**src/rtl/alu_sequencer.sv**
```systemverilog
// rtl/alu_sequencer.sv - button-driven load/select/execute/hold sequencer for the board ALU
module alu_sequencer #(
  parameter int WIDTH           = 4,
  parameter int DEBOUNCE_CYCLES = 500000,
  parameter int SETTLE_CYCLES   = 2
) (
  input  logic             clk,
  input  logic             rst,
  input  logic [WIDTH-1:0] sw,
  input  logic             btn_next_n,
  input  logic             btn_op_n,
  input  logic [WIDTH-1:0] alu_s,
  input  logic             alu_cout,
  input  logic             alu_z,
  input  logic             alu_n,
  input  logic             alu_v,
  output logic [WIDTH-1:0] alu_a,
  output logic [WIDTH-1:0] alu_b,
  output logic [3:0]       alu_sel,
  output logic [WIDTH-1:0] result,
  output logic [3:0]       flags,
  output logic             result_valid,
  output logic [2:0]       state,
  output logic [3:0]       op_idx
);

  localparam int DW  = $clog2(DEBOUNCE_CYCLES);
  localparam int STW = (SETTLE_CYCLES > 1) ? $clog2(SETTLE_CYCLES) : 1;

  typedef enum logic [2:0] {
    S_LOAD_A = 3'd0,
    S_LOAD_B = 3'd1,
    S_SEL_OP = 3'd2,
    S_EXEC   = 3'd3,
    S_HOLD   = 3'd4
  } state_t;

  // index 0 = next button, index 1 = op button
  logic [1:0]         w_raw;
  logic [1:0]         r_sync0, r_sync1, r_db, r_press;
  logic [1:0][DW-1:0] r_cnt;

  assign w_raw = {btn_op_n, btn_next_n};

  always_ff @(posedge clk or posedge rst) begin
    if (rst) begin
      r_sync0 <= 2'b11;
      r_sync1 <= 2'b11;
      r_db    <= 2'b11;
      r_press <= 2'b00;
      r_cnt   <= '0;
    end else begin
      r_sync0 <= w_raw;
      r_sync1 <= r_sync0;
      for (int i = 0; i < 2; i++) begin
        r_press[i] <= 1'b0;
        if (r_sync1[i] == r_db[i]) begin
          r_cnt[i] <= '0;
        end else if (r_cnt[i] == DW'(DEBOUNCE_CYCLES - 1)) begin
          r_db[i]    <= r_sync1[i];
          r_cnt[i]   <= '0;
          r_press[i] <= ~r_sync1[i];
        end else begin
          r_cnt[i] <= r_cnt[i] + 1'b1;
        end
      end
    end
  end

  state_t           r_state, w_state_nxt;
  logic [WIDTH-1:0] r_a, r_b, r_result, w_a_nxt, w_b_nxt, w_result_nxt;
  logic [3:0]       r_op_idx, r_flags, w_op_nxt, w_flags_nxt;
  logic             r_valid, w_valid_nxt;
  logic [STW-1:0]   r_settle, w_settle_nxt;
  logic             w_next, w_op;

  assign w_next = r_press[0];
  assign w_op   = r_press[1];

  always_ff @(posedge clk or posedge rst) begin
    if (rst) begin
      r_state  <= S_LOAD_A;
      r_a      <= '0;
      r_b      <= '0;
      r_result <= '0;
      r_op_idx <= 4'd0;
      r_flags  <= 4'd0;
      r_valid  <= 1'b0;
      r_settle <= '0;
    end else begin
      r_state  <= w_state_nxt;
      r_a      <= w_a_nxt;
      r_b      <= w_b_nxt;
      r_result <= w_result_nxt;
      r_op_idx <= w_op_nxt;
      r_flags  <= w_flags_nxt;
      r_valid  <= w_valid_nxt;
      r_settle <= w_settle_nxt;
    end
  end

  always_comb begin
    w_state_nxt  = r_state;
    w_a_nxt      = r_a;
    w_b_nxt      = r_b;
    w_result_nxt = r_result;
    w_op_nxt     = r_op_idx;
    w_flags_nxt  = r_flags;
    w_valid_nxt  = r_valid;
    w_settle_nxt = r_settle;
    case (r_state)
      S_LOAD_A: if (w_next) begin
        w_a_nxt     = sw;
        w_state_nxt = S_LOAD_B;
      end
      S_LOAD_B: if (w_next) begin
        w_b_nxt     = sw;
        w_state_nxt = S_SEL_OP;
      end
      S_SEL_OP: begin
        // next takes priority over a coincident op press
        if (w_next) begin
          w_settle_nxt = '0;
          w_state_nxt  = S_EXEC;
        end else if (w_op) begin
          w_op_nxt = (r_op_idx == 4'd9) ? 4'd0 : r_op_idx + 4'd1;
        end
      end
      S_EXEC: begin
        if (r_settle == STW'(SETTLE_CYCLES - 1)) begin
          w_result_nxt = alu_s;
          w_flags_nxt  = {alu_cout, alu_z, alu_n, alu_v};
          w_valid_nxt  = 1'b1;
          w_state_nxt  = S_HOLD;
        end else begin
          w_settle_nxt = r_settle + 1'b1;
        end
      end
      S_HOLD: if (w_next) begin
        w_valid_nxt = 1'b0;
        w_state_nxt = S_LOAD_A;
      end
      default: w_state_nxt = S_LOAD_A;
    endcase
  end

  // active-low op-select is simply the complement of op_idx+1 (0 -> 1110 ... 9 -> 0101)
  assign alu_sel      = (r_state == S_EXEC || r_state == S_HOLD) ? ~(r_op_idx + 4'd1) : 4'b1111;
  assign alu_a        = r_a;
  assign alu_b        = r_b;
  assign result       = r_result;
  assign flags        = r_flags;
  assign result_valid = r_valid;
  assign state        = r_state;
  assign op_idx       = r_op_idx;

endmodule

```
**config.mk**
```make
export PLATFORM = sky130hd
export DESIGN_NAME = alu_sequencer
export DESIGN_NICKNAME = d
export VERILOG_FILES = /design/src/rtl/alu_sequencer.sv
export SDC_FILE = /design/constraint.sdc
export NUM_CORES = 1
export LEC_CHECK = 0
export ABC_CLOCK_PERIOD_IN_PS = 1900
export CORE_MARGIN = 2
export CORE_UTILIZATION = 49
export DETAILED_ROUTE_END_ITERATION = 8
export PLACE_DENSITY = 0.8
export REMOVE_ABC_BUFFERS = 1
export SETUP_SLACK_MARGIN = 0.4
export SYNTH_ARGS = -nofsm -noshare
export SYNTH_HDL_FRONTEND = slang
export SYNTH_SLANG_ARGS = --single-unit
```
**constraint.sdc**
```tcl
create_clock -name clk -period 1.9 [get_ports clk]
set_input_delay 0.19 -clock clk [delete_from_list [all_inputs] [get_ports clk]]
set_output_delay 0.19 -clock clk [all_outputs]
set_load 0.01 [all_outputs]
```
# ---- Word level (Yosys, flattened, before mapping)
# Cells that the tools add are included.
dict set report word_totals {
  ff_bits 71
  out_inout_bits 28
  word_cells 73
}
dict set report classes {
  n_addsub 4
  n_eq_ne 14
  mux 21
  n_bitwise 6
  n_reduce_logical 13
}
# cell n
set ops {}
lappend ops {{2-to-1 mux 19 bit} 4}
lappend ops {{adder 19 x 1 -> 19 bit (second input constant)} 2}
lappend ops {{== test 19 bit (second input constant)} 2}
lappend ops {{2-to-1 mux 3 bit} 5}
lappend ops {{case mux 3 bit (5 select lines)} 1}
lappend ops {{AND reduction 2 bit} 6}
lappend ops {{inequality test 2 bit (second input constant)} 5}
lappend ops {{2-to-1 mux 4 bit} 2}
lappend ops {{2-to-1 mux 1 bit} 7}
lappend ops {{== test 3 x 2 -> 1 bit (second input constant)} 2}
lappend ops {{AND reduction 3 bit} 2}
lappend ops {{NOT 1 bit} 5}
lappend ops {{AND reduction 5 bit} 1}
lappend ops {{adder 4 x 1 -> 4 bit (second input constant)} 1}
lappend ops {{== test 4 bit (second input constant)} 1}
lappend ops {{NOT 4 bit} 1}
lappend ops {{case mux 1 bit (2 select lines)} 2}
lappend ops {{nonzero test 2 bit} 2}
lappend ops {{== test 3 x 1 -> 1 bit (second input constant)} 1}
lappend ops {{== test 3 bit (second input constant)} 1}
lappend ops {{zero test 3 bit} 1}
lappend ops {{== test 1 bit} 2}
lappend ops {{adder 1 bit (second input constant)} 1}
lappend ops {{logical OR 1 bit} 1}

# ---- Depth between registers and ports, before layout
# Gate-level depths: netlist of run 1.
dict set report depth {
  ltp_word 3
  ltp_mapped 6
  mapped_depth_nobuf 6
}

# ---- Least setup slack after synthesis of run 1
# No wires, ideal clock.
dict set report synth_timing {
  path_type {register -> register}
  startpoint {register r_cnt[0] (netlist bit)}
  endpoint {register r_cnt[16] (netlist bit)}
  t_arrival_ns 1.816
  t_required_ns 1.821
  slack_ns 0.005
  path_stages_with_launch 6
  path_buffers 0
  synth_period_minus_slack_ns 1.895
  path_cell_list {dfrtp_1 -> ha_1 -> nand4_1 -> or3_2 -> or4_1 -> a21oi_1}
}
dict set report synth_between {
  elab_chain_len 3
  elab_cells_between_ends 4
}
# element line
set synth_rtl {}
lappend synth_rtl {{from (decl)} 41} ;# logic [1:0][DW-1:0] r_cnt;
lappend synth_rtl {{from (signal, indexed assignment)} 64} ;# r_cnt[i] <= r_cnt[i] + 1'b1;
lappend synth_rtl {{adder 19 x 1 -> 19 bit or == test 19 bit (tied branches)} {64, 59}}
lappend synth_rtl {{2-to-1 mux 19 bit *} 59} ;# end else if (r_cnt[i] == DW'(DEBOUNCE_CYCLES - 1)) begin
lappend synth_rtl {{2-to-1 mux 19 bit *} 57} ;# if (r_sync1[i] == r_db[i]) begin
# Mark *: on every way between the ends. The rest lies on a longest branch, timed or not.
# A chain may end at the register's enable or synchronous reset.

# ---- Worst setup path in the final report of run 1
dict set report layout_timing {
  startpoint {register r_cnt[31] (netlist bit)}
  endpoint {register r_cnt[37] (netlist bit)}
}
# Same word-level chain as after synthesis.

==> results of run 1 <==
cell families (layout without fill, tap and decap cells):
family	after synthesis	in the layout	share of synthesized area
fa+ha+maj	4	4	0.0152
buf+inv	20	144	0.0231
compound gates	30	30	0.0549
flops	71	71	0.540
simple gates	136	136	0.216
mux	20	20	0.0682
xor+xnor	31	31	0.0822
path summary, 6_finish.rpt:
check	from	endpoint	depth (start not counted)	slack [ns]
max	r_cnt[31]	r_cnt[37]	4	0.07
min	rst	r_cnt[14]	3	0.25
max reg2reg	r_cnt[31]	r_cnt[37]	4	0.07
min reg2reg	r_sync0[1]	r_sync1[1]	0	0.35
max in group asynchronous	rst	r_sync1[0]	3	1.30
min in group clk	btn_next_n	r_sync0[0]	1	0.25
worst reg2reg max path, stage by stage (launching register included):
cell	delay [ns]
sky130_fd_sc_hd__dfrtp_1	0.44
sky130_fd_sc_hd__nand4_1	0.21
sky130_fd_sc_hd__or4_4	0.46
sky130_fd_sc_hd__or3_1	0.38
sky130_fd_sc_hd__a21oi_1	0.24
layout by cell type, fill, tap and decap left out, types with 3 or more instances in the layout:
| cell type | netlist | routed |
|---|---|---|
| sky130_fd_sc_hd__nor2_1 | 40 | 22 |
| sky130_fd_sc_hd__nor4_2 | 0 | 3 |
| sky130_fd_sc_hd__mux2_2 | 20 | 12 |
| sky130_fd_sc_hd__o21ai_0 | 7 | 5 |
| sky130_fd_sc_hd__nand2b_1 | 4 | 3 |
| sky130_fd_sc_hd__xor2_1 | 9 | 8 |
| sky130_fd_sc_hd__mux2_4 | 0 | 8 |
| sky130_fd_sc_hd__nor3_1 | 8 | 6 |
| sky130_fd_sc_hd__nor4_4 | 0 | 4 |
| sky130_fd_sc_hd__and3_1 | 3 | 3 |
| sky130_fd_sc_hd__o31ai_1 | 3 | 3 |
| sky130_fd_sc_hd__nor2_2 | 0 | 4 |
| sky130_fd_sc_hd__buf_6 | 0 | 14 |
| sky130_fd_sc_hd__a21oi_2 | 0 | 3 |
| sky130_fd_sc_hd__dfrtp_2 | 0 | 9 |
| sky130_fd_sc_hd__xnor2_1 | 22 | 19 |
| sky130_fd_sc_hd__nand2_2 | 0 | 5 |
| sky130_fd_sc_hd__nand4_1 | 13 | 13 |
| sky130_fd_sc_hd__or4_4 | 0 | 3 |
| sky130_fd_sc_hd__or3_4 | 0 | 4 |
| sky130_fd_sc_hd__bufinv_16 | 0 | 4 |
| sky130_fd_sc_hd__a21oi_1 | 10 | 7 |
| sky130_fd_sc_hd__nand3_1 | 11 | 10 |
| sky130_fd_sc_hd__clkdlybuf4s50_1 | 0 | 32 |
| sky130_fd_sc_hd__nor2_4 | 0 | 14 |
| sky130_fd_sc_hd__dfstp_2 | 6 | 6 |
| sky130_fd_sc_hd__buf_4 | 0 | 57 |
| sky130_fd_sc_hd__clkbuf_8 | 0 | 9 |
| sky130_fd_sc_hd__nand2_1 | 23 | 18 |
| sky130_fd_sc_hd__inv_1 | 12 | 11 |
| sky130_fd_sc_hd__ha_2 | 0 | 3 |
| sky130_fd_sc_hd__dlygate4sd2_1 | 0 | 6 |
| sky130_fd_sc_hd__buf_2 | 0 | 4 |
| sky130_fd_sc_hd__dfrtp_1 | 65 | 56 |
per-layer routing:
metal / GRT usage / part of all wire
met5: 0 / 0
met3: 0.0510 / 0.078
met1: 0.282 / 0.38
met2: 0.403 / 0.51
met4: 0.0765 / 0.034
cell type report:
cell class / instances / area (um^2) / area share
Clock inverter: 6 / 134 / 0.0262
Timing Repair Buffer: 117 / 1040 / 0.204
Sequential cell: 71 / 1800 / 0.351
Tap cell: 77 / 96.3 / 0.0188
Multi-Input combinational cell: 221 / 1880 / 0.367
Clock buffer: 9 / 124 / 0.0242
Inverter: 12 / 45.0 / 0.00881
report_power, final:
group          leakage (nW)  switching (mW)  internal [mW]
clock network         0.129           0.587          0.998
logic                  1.12           0.100         0.0982
registers             0.932          0.0195           1.54
total                  2.18           0.707           2.63
repair_timing:
action | CTS | global route
setup endpoints to repair | 65 | 57
hold buffers | 0 | 0
resized for setup | 80 | 70
pin swaps | 23 | 38
buffers inserted | 43 | 13
cloned | 1 | 1
sequential cells by signal (all words and copies together), names as in the netlist:
register      cells
r_db              2
result_valid      1
alu_b             4
r_settle          1
r_press           2
r_cnt            38
r_sync0           2
op_idx            4
state             3
alu_a             4
flags             4
r_sync1           2
result            4
metrics by stage:
stage / worst slack (ns) / instance area [um^2] / hold WS [ns] / utilization / std cells
2_1_floorplan: -0.0766 / 3270 / 0.194 / - / 304
3_3_place_gp: 0.110 / 3930 / 0.346 / 0.612 / 440
3_5_place_dp: 0.0507 / 3930 / 0.347 / 0.612 / 440
4_1_cts: 0.207 / 4700 / 0.252 / 0.732 / 499
5_1_grt: 0.00103 / 5110 / 0.244 / 0.796 / 513
6_report: 0.0677 / 5110 / 0.249 / 0.796 / 513
==> impl_summary.log, run 1 <==
INFO  metric run_status = finished clean
INFO  metric route.vias.total = 3145
INFO  metric syn-instance-count = 312
INFO  metric synth_top_cells_by_area = sky130_fd_sc_hd__dfrtp_1 (49%), sky130_fd_sc_hd__mux2_2 (6.8%), sky130_fd_sc_hd__xnor2_1 (5.8%)
INFO  metric grt_pass1_vias = 2872
INFO  metric die_area = 0.00741 mm^2
INFO  metric die_width = 86.1 um
INFO  metric fp.coreArea = 0.00642 mm^2
INFO  metric yosys.cell_types.count = 42
INFO  metric worst-path-buf-inv = 0
INFO  metric io_pins = 44
INFO  metric drive_above_1_share = 0.452
INFO  metric ctsRootBufferMaster = sky130_fd_sc_hd__clkbuf_8
INFO  metric hold_violations = 0
INFO  metric grt_antenna_before_repair = 0
INFO  metric powerDensity = 653 mW/mm^2
INFO  metric drc = 0
INFO  metric worst-path-max-fanout = 3
INFO  metric avg_cell_area_syn = 10.6 um^2
INFO  metric tritoncts_num_sinks = 71
INFO  metric async_reset_ff_frac = 1.00
INFO  metric worst_ep_arrival_time = 2.08 ns
INFO  metric grt_pass1_wl = 13400 um
INFO  metric synth_area = 0.00330 mm^2
INFO  metric final.setup.tns = 0 ns
INFO  metric crit_chain = nand4_1 -> or4_4 -> or3_1 -> a21oi_1
INFO  metric criticalPathCategory = reg2reg
INFO  metric hpwlAfterDp = 4430 um
INFO  metric nFillCells = 307
INFO  metric port_buffers = 43
INFO  metric timing.max_cap.violations = 0
INFO  metric dr.first_iter.drc_count = 319
INFO  metric worstPathRequired = 2.15 ns
INFO  metric power_leakage = 2.18 nW
INFO  metric place_congestion = 0.809
INFO  metric yosys.area.top_type_share = 0.492
INFO  metric gr_ovfl_total = 0
INFO  metric synth.yosys.seq_area_share = 0.540
INFO  metric timing.critical_path.slowest_cell_delay = 0.46 ns
INFO  metric detail_route.first_pass.iterations = 5
INFO  metric placementRows = 29
INFO  metric yosysMostFrequentCell = sky130_fd_sc_hd__dfrtp_1
INFO  metric critPathSlowestCell = sky130_fd_sc_hd__or4_4
INFO  metric total_number_of_nets_in_the_final_design = 452
INFO  metric min_period = 1.83 ns
INFO  metric yosysTopAreaCell = sky130_fd_sc_hd__dfrtp_1
INFO  metric maxClockFrequency = 546 MHz
INFO  metric htree_levels = 3
INFO  metric report.final.slew_viol_count = 0
INFO  metric setup_viol = 0
INFO  metric area_growth = 54.8%
INFO  metric post_drt_via_cell_ratio = 6.13
INFO  metric grt_start_max_net_pins = 72
INFO  metric dieHeight = 86.1 um
INFO  metric max-clock-path-buffers = 2
INFO  metric class_of_the_tightest_hold_or_removal_check = in2async
INFO  metric detail_route.wirelength = 11100 um
INFO  metric power.ir.vdd_worst = 0.000450 V
INFO  metric maxSlewHeadroom = 0.641
INFO  metric synth_common_cells = sky130_fd_sc_hd__dfrtp_1 (65), sky130_fd_sc_hd__nor2_1 (40), sky130_fd_sc_hd__nand2_1 (23)
INFO  metric worstSkewPairLatency = 0.35 ns
INFO  metric worst_setup_path_start_kind = register
INFO  metric endpoint_kind_of_the_worst_setup_timing_path = register
INFO  metric synth_edf_count = 0
INFO  metric ys_warn_count = 0
INFO  metric tritoncts = built
INFO  metric worstMarginPinSlew = 0.537 ns
INFO  metric detail-route-antenna-nets = 0
INFO  metric ys_ff_latch = 71
INFO  metric clk_pin_slew_worst_paths = 0.08 ns
INFO  metric postSynth.topFlopCell = sky130_fd_sc_hd__dfrtp_1
INFO  metric final.period_utilization = 0.964
INFO  metric antenna_cells_inserted = 0
INFO  metric cts_inserted_buffers = 9
INFO  metric groute.usage.overall = 0.230
INFO  metric initial_core_utilization = 0.514
INFO  metric routed_wire_length_per_instance = 21.7 um
INFO  metric fin_total_pwr = 3.34 mW
INFO  metric cp_top_family = simple AND/OR/NAND/NOR gates
INFO  metric rsz0062_at_grt = yes
INFO  metric largest_clock_skew_in_the_final_design = 0.0100 ns
Note: power is estimated with default switching activity, not from simulation.
==> inputs of run 2 (changes only) <==
--- a/config.mk
+++ b/config.mk
@@ -5,11 +5,11 @@
 export SDC_FILE = /design/constraint.sdc
 export NUM_CORES = 1
 export LEC_CHECK = 0
-export ABC_CLOCK_PERIOD_IN_PS = 1900
+export ABC_CLOCK_PERIOD_IN_PS = 2300
 export CORE_MARGIN = 2
-export CORE_UTILIZATION = 49
+export CORE_UTILIZATION = 59
 export DETAILED_ROUTE_END_ITERATION = 8
-export PLACE_DENSITY = 0.8
+export PLACE_DENSITY = 0.9
 export REMOVE_ABC_BUFFERS = 1
 export SETUP_SLACK_MARGIN = 0.4
 export SYNTH_ARGS = -nofsm -noshare
==> constraint.sdc (replaced) <==
create_clock -name clk -period 2.3 [get_ports clk]
set_input_delay 0.23 -clock clk [delete_from_list [all_inputs] [get_ports clk]]
set_output_delay 0.23 -clock clk [all_outputs]
set_load 0.01 [all_outputs]
==> run 2 against run 1 <==
  * Power decreased by 28%
  * Combinational power decreased by 36%
  * Sequential power decreased by 17%
  * Cell count decreased by 11%
  * Die area decreased by 16%
  * Critical endpoint is now r_cnt[13]
  * Global-route usage increased by 2.9 points
  * Setup slack improved by 0.37 ns
  * Flip-flop and latch count unchanged
==> impl_summary.log, run 2 (same netlist as run 1, synthesis figures left out) <==
INFO  metric run_status = finished clean
INFO  metric worst_r2r_endpoint = r_cnt[13]
INFO  metric place_congestion = 0.876 (+8.3%)
INFO  metric rsz0062_at_grt = no
INFO  metric min_period = 1.86 ns (+0.0303 ns)
INFO  metric wl_met2 = 3780 um (-33%)
INFO  metric groute.usage.overall = 0.259 (+0.0286)
INFO  metric route.vias.total = 2680 (-15%)
INFO  metric fp.coreArea = 0.00547 mm^2 (-15%)
INFO  metric routed_wire_length_per_instance = 16.1 um (-26%)
INFO  metric layout.cells.most_common_list = sky130_fd_sc_hd__dfrtp_1 (56), sky130_fd_sc_hd__nor2_1 (39), sky130_fd_sc_hd__clkdlybuf4s50_1 (39)
INFO  metric area_growth = 28.0%
INFO  metric worstPathRequired = 2.57 ns (+0.42 ns)
INFO  metric hpwlAfterDp = 4690 um (+5.9%)
INFO  metric hold_violations = 0 (unchanged)
INFO  metric worst_ep_arrival_time = 2.13 ns (+0.05 ns)
INFO  metric ctsRootBufferMaster = sky130_fd_sc_hd__clkbuf_8
INFO  metric crit_chain = nand2_1 -> or4_4 -> buf_4 -> or3_1 -> a21oi_1
INFO  metric ff2ff_setup_slack = 0.44 ns (+0.37 ns)
INFO  metric die_width = 78.8 um (-8.5%)
INFO  metric tritoncts_num_sinks = 71 (unchanged)
INFO  metric final.period_utilization = 0.810 (-0.155)
INFO  metric timing.max_cap.violations = 0 (unchanged)
INFO  metric powerDensity = 570 mW/mm^2 (-13%)
INFO  metric placementRows = 27 (-6.9%)
INFO  metric final_common_cell = sky130_fd_sc_hd__dfrtp_1
INFO  metric wl_met3 = 336 um (-61%)
INFO  metric htree_levels = 3 (unchanged)
INFO  metric final.setup.tns = 0 ns (unchanged)
INFO  metric grt_antenna_before_repair = 0 (unchanged)
INFO  metric timing.critical_path.slowest_cell_delay = 0.57 ns (+0.11 ns)
INFO  metric met1_length = 3090 um (-27%)
INFO  metric largest_clock_skew_in_the_final_design = 0.0133 ns (+0.00328 ns)
INFO  metric worstSkewPairLatency = 0.35 ns (about the same)
INFO  metric drc = 0 (unchanged)
INFO  metric dp_cells = 426 (-3.2%)
INFO  metric reg2reg_depth = 5 (+1)
INFO  metric worst_setup_path_start_kind = register
INFO  metric clk_pin_slew_worst_paths = 0.09 ns (about the same)
INFO  metric post_drt_via_cell_ratio = 5.85 (-4.6%)
INFO  metric worst-path-buf-inv = 1 (+1)
INFO  metric dr.first_iter.drc_count = 219 (-31%)
INFO  metric final_cells = 458 (-11%)
INFO  metric report.final.slew_viol_count = 0 (unchanged)
INFO  metric setup_viol = 0 (unchanged)
INFO  metric detail_route.wirelength = 7360 um (-34%)
INFO  metric gr_ovfl_total = 0 (unchanged)
INFO  metric total_number_of_nets_in_the_final_design = 401 (-11%)
INFO  metric worst-path-max-fanout = 5 (+2)
INFO  metric power_leakage = 1.74 nW (-20%)
INFO  metric io_pins = 44 (unchanged)
INFO  metric maxSlewHeadroom = 0.612 (-0.0293)
INFO  metric maxClockFrequency = 537 MHz (-1.6%)
INFO  metric hold_buffers = 0 (unchanged)
INFO  metric criticalPathCategory = reg2reg
INFO  metric initial_core_utilization = 0.604 (+0.0892)
INFO  metric die_area = 0.00621 mm^2 (-16%)
INFO  metric power.ir.vdd_worst = 0.000450 V (about the same)
INFO  metric tritoncts = built
INFO  metric grt_start_max_net_pins = 35 (-51%)
INFO  metric r2r-start = r_cnt[1]
INFO  metric detail-route-antenna-nets = 0 (unchanged)
INFO  metric largest_register_ff_count = 38 (unchanged)
INFO  metric drive_above_1_share = 0.238 (-0.213)
INFO  metric nFillCells = 335 (+9.1%)
INFO  metric class_of_the_tightest_hold_or_removal_check = in2async
INFO  metric grt_pass1_vias = 2691 (-6.3%)
INFO  metric cp_top_family = simple AND/OR/NAND/NOR gates
INFO  metric port_buffers = 43 (unchanged)
INFO  metric detail_route.first_pass.iterations = 4 (-1)
INFO  metric cts_inserted_buffers = 9 (unchanged)
INFO  metric worstMarginPinSlew = 0.582 ns (+0.0449 ns)
INFO  metric top_register = r_cnt
INFO  metric max-clock-path-buffers = 2 (unchanged)
INFO  metric antenna_cells_inserted = 0 (unchanged)
INFO  metric dieHeight = 78.8 um (-8.5%)
INFO  metric grt_pass1_wl = 12600 um (-6.1%)
INFO  metric cp-startpoint = r_cnt[1]
INFO  metric critPathSlowestCell = sky130_fd_sc_hd__or4_4
INFO  metric maxUsedRoutingLayer = met4
INFO  metric endpoint_kind_of_the_worst_setup_timing_path = register
==> run 2: cell types whose count changed in the layout (fill, tap and decap cells not counted), moves of 5 or more <==
| cell | change |
|---|---|
| sky130_fd_sc_hd__clkdlybuf4s50_1 | +7 |
| sky130_fd_sc_hd__nor2_4 | -14 |
| sky130_fd_sc_hd__nand2_2 | -5 |
| sky130_fd_sc_hd__nor4_1 | +7 |
| sky130_fd_sc_hd__mux2_2 | +8 |
| sky130_fd_sc_hd__buf_6 | -14 |
| sky130_fd_sc_hd__buf_4 | -35 |
| sky130_fd_sc_hd__nor2_1 | +17 |
| sky130_fd_sc_hd__mux2_4 | -8 |
| sky130_fd_sc_hd__nand2_1 | +5 |
==> run 2: where the power goes <==
group	switching, mW	internal, mW	leakage [nW]
registers	0.0167	1.27	0.932
clock network	0.466	0.529	0.0916
logic	0.0627	0.0645	0.719
==> run 2: worst max path at each step <==
stage / slack (ns) / end / cells past startpoint
2_1_floorplan: 0.28 / alu_a[0] / 1
3_3_place_gp: 0.40 / r_cnt[17] / 4
3_5_place_dp: 0.28 / r_cnt[17] / 4
4_1_cts: 0.27 / alu_sel[1] / 4
5_1_grt: 0.38 / r_cnt[37] / 5
6_report: 0.44 / r_cnt[13] / 5
==> run 2: cell type report <==
class | count | area, um^2 | area share
well taps | 72 | 90.1 | 0.0213
flip-flops and latches | 71 | 1800 | 0.425
multi-input cells | 221 | 1480 | 0.351
clock buffers | 11 | 141 | 0.0335
repair buffers | 66 | 614 | 0.145
inverters | 12 | 45.0 | 0.0107
clock inverters | 5 | 57.6 | 0.0136
==> run 2: routing by layer <==
layer,track usage,vias up
li1,-,1234
met1,0.328,1333
met2,0.441,93
met3,0.0466,20
met4,0.110,0
met5,0,-
==> run 2: timing repair <==
item | in CTS | in global routing
setup endpoints to repair | 8 | 15
setup buffers | 14 | 2
pin swaps | 1 | 2
gates resized for setup | 16 | 7
cloned | 0 | 0
==> run 2: stage by stage <==
| stage | util | total power [mW] | hold WS, ns | instance area [um^2] | worst slack, ns |
|---|---|---|---|---|---|
| global route | 0.772 | 2.50 | 0.296 | 4230 | 0.384 |
| floorplan | - | 1.36 | 0.234 | 3270 | 0.283 |
| global placement | 0.705 | 1.42 | 0.346 | 3860 | 0.399 |
| detailed placement | 0.705 | 1.42 | 0.347 | 3860 | 0.284 |
| CTS | 0.766 | 2.42 | 0.272 | 4190 | 0.269 |
| finish | 0.772 | 2.41 | 0.255 | 4230 | 0.437 |
==> run 2: worst register-to-register path, cell delays in order (launching register included) <==
cell,delay (ns)
sky130_fd_sc_hd__dfrtp_1,0.43
sky130_fd_sc_hd__nand2_1,0.15
sky130_fd_sc_hd__or4_4,0.57
sky130_fd_sc_hd__buf_4,0.17
sky130_fd_sc_hd__or3_1,0.33
sky130_fd_sc_hd__a21oi_1,0.15
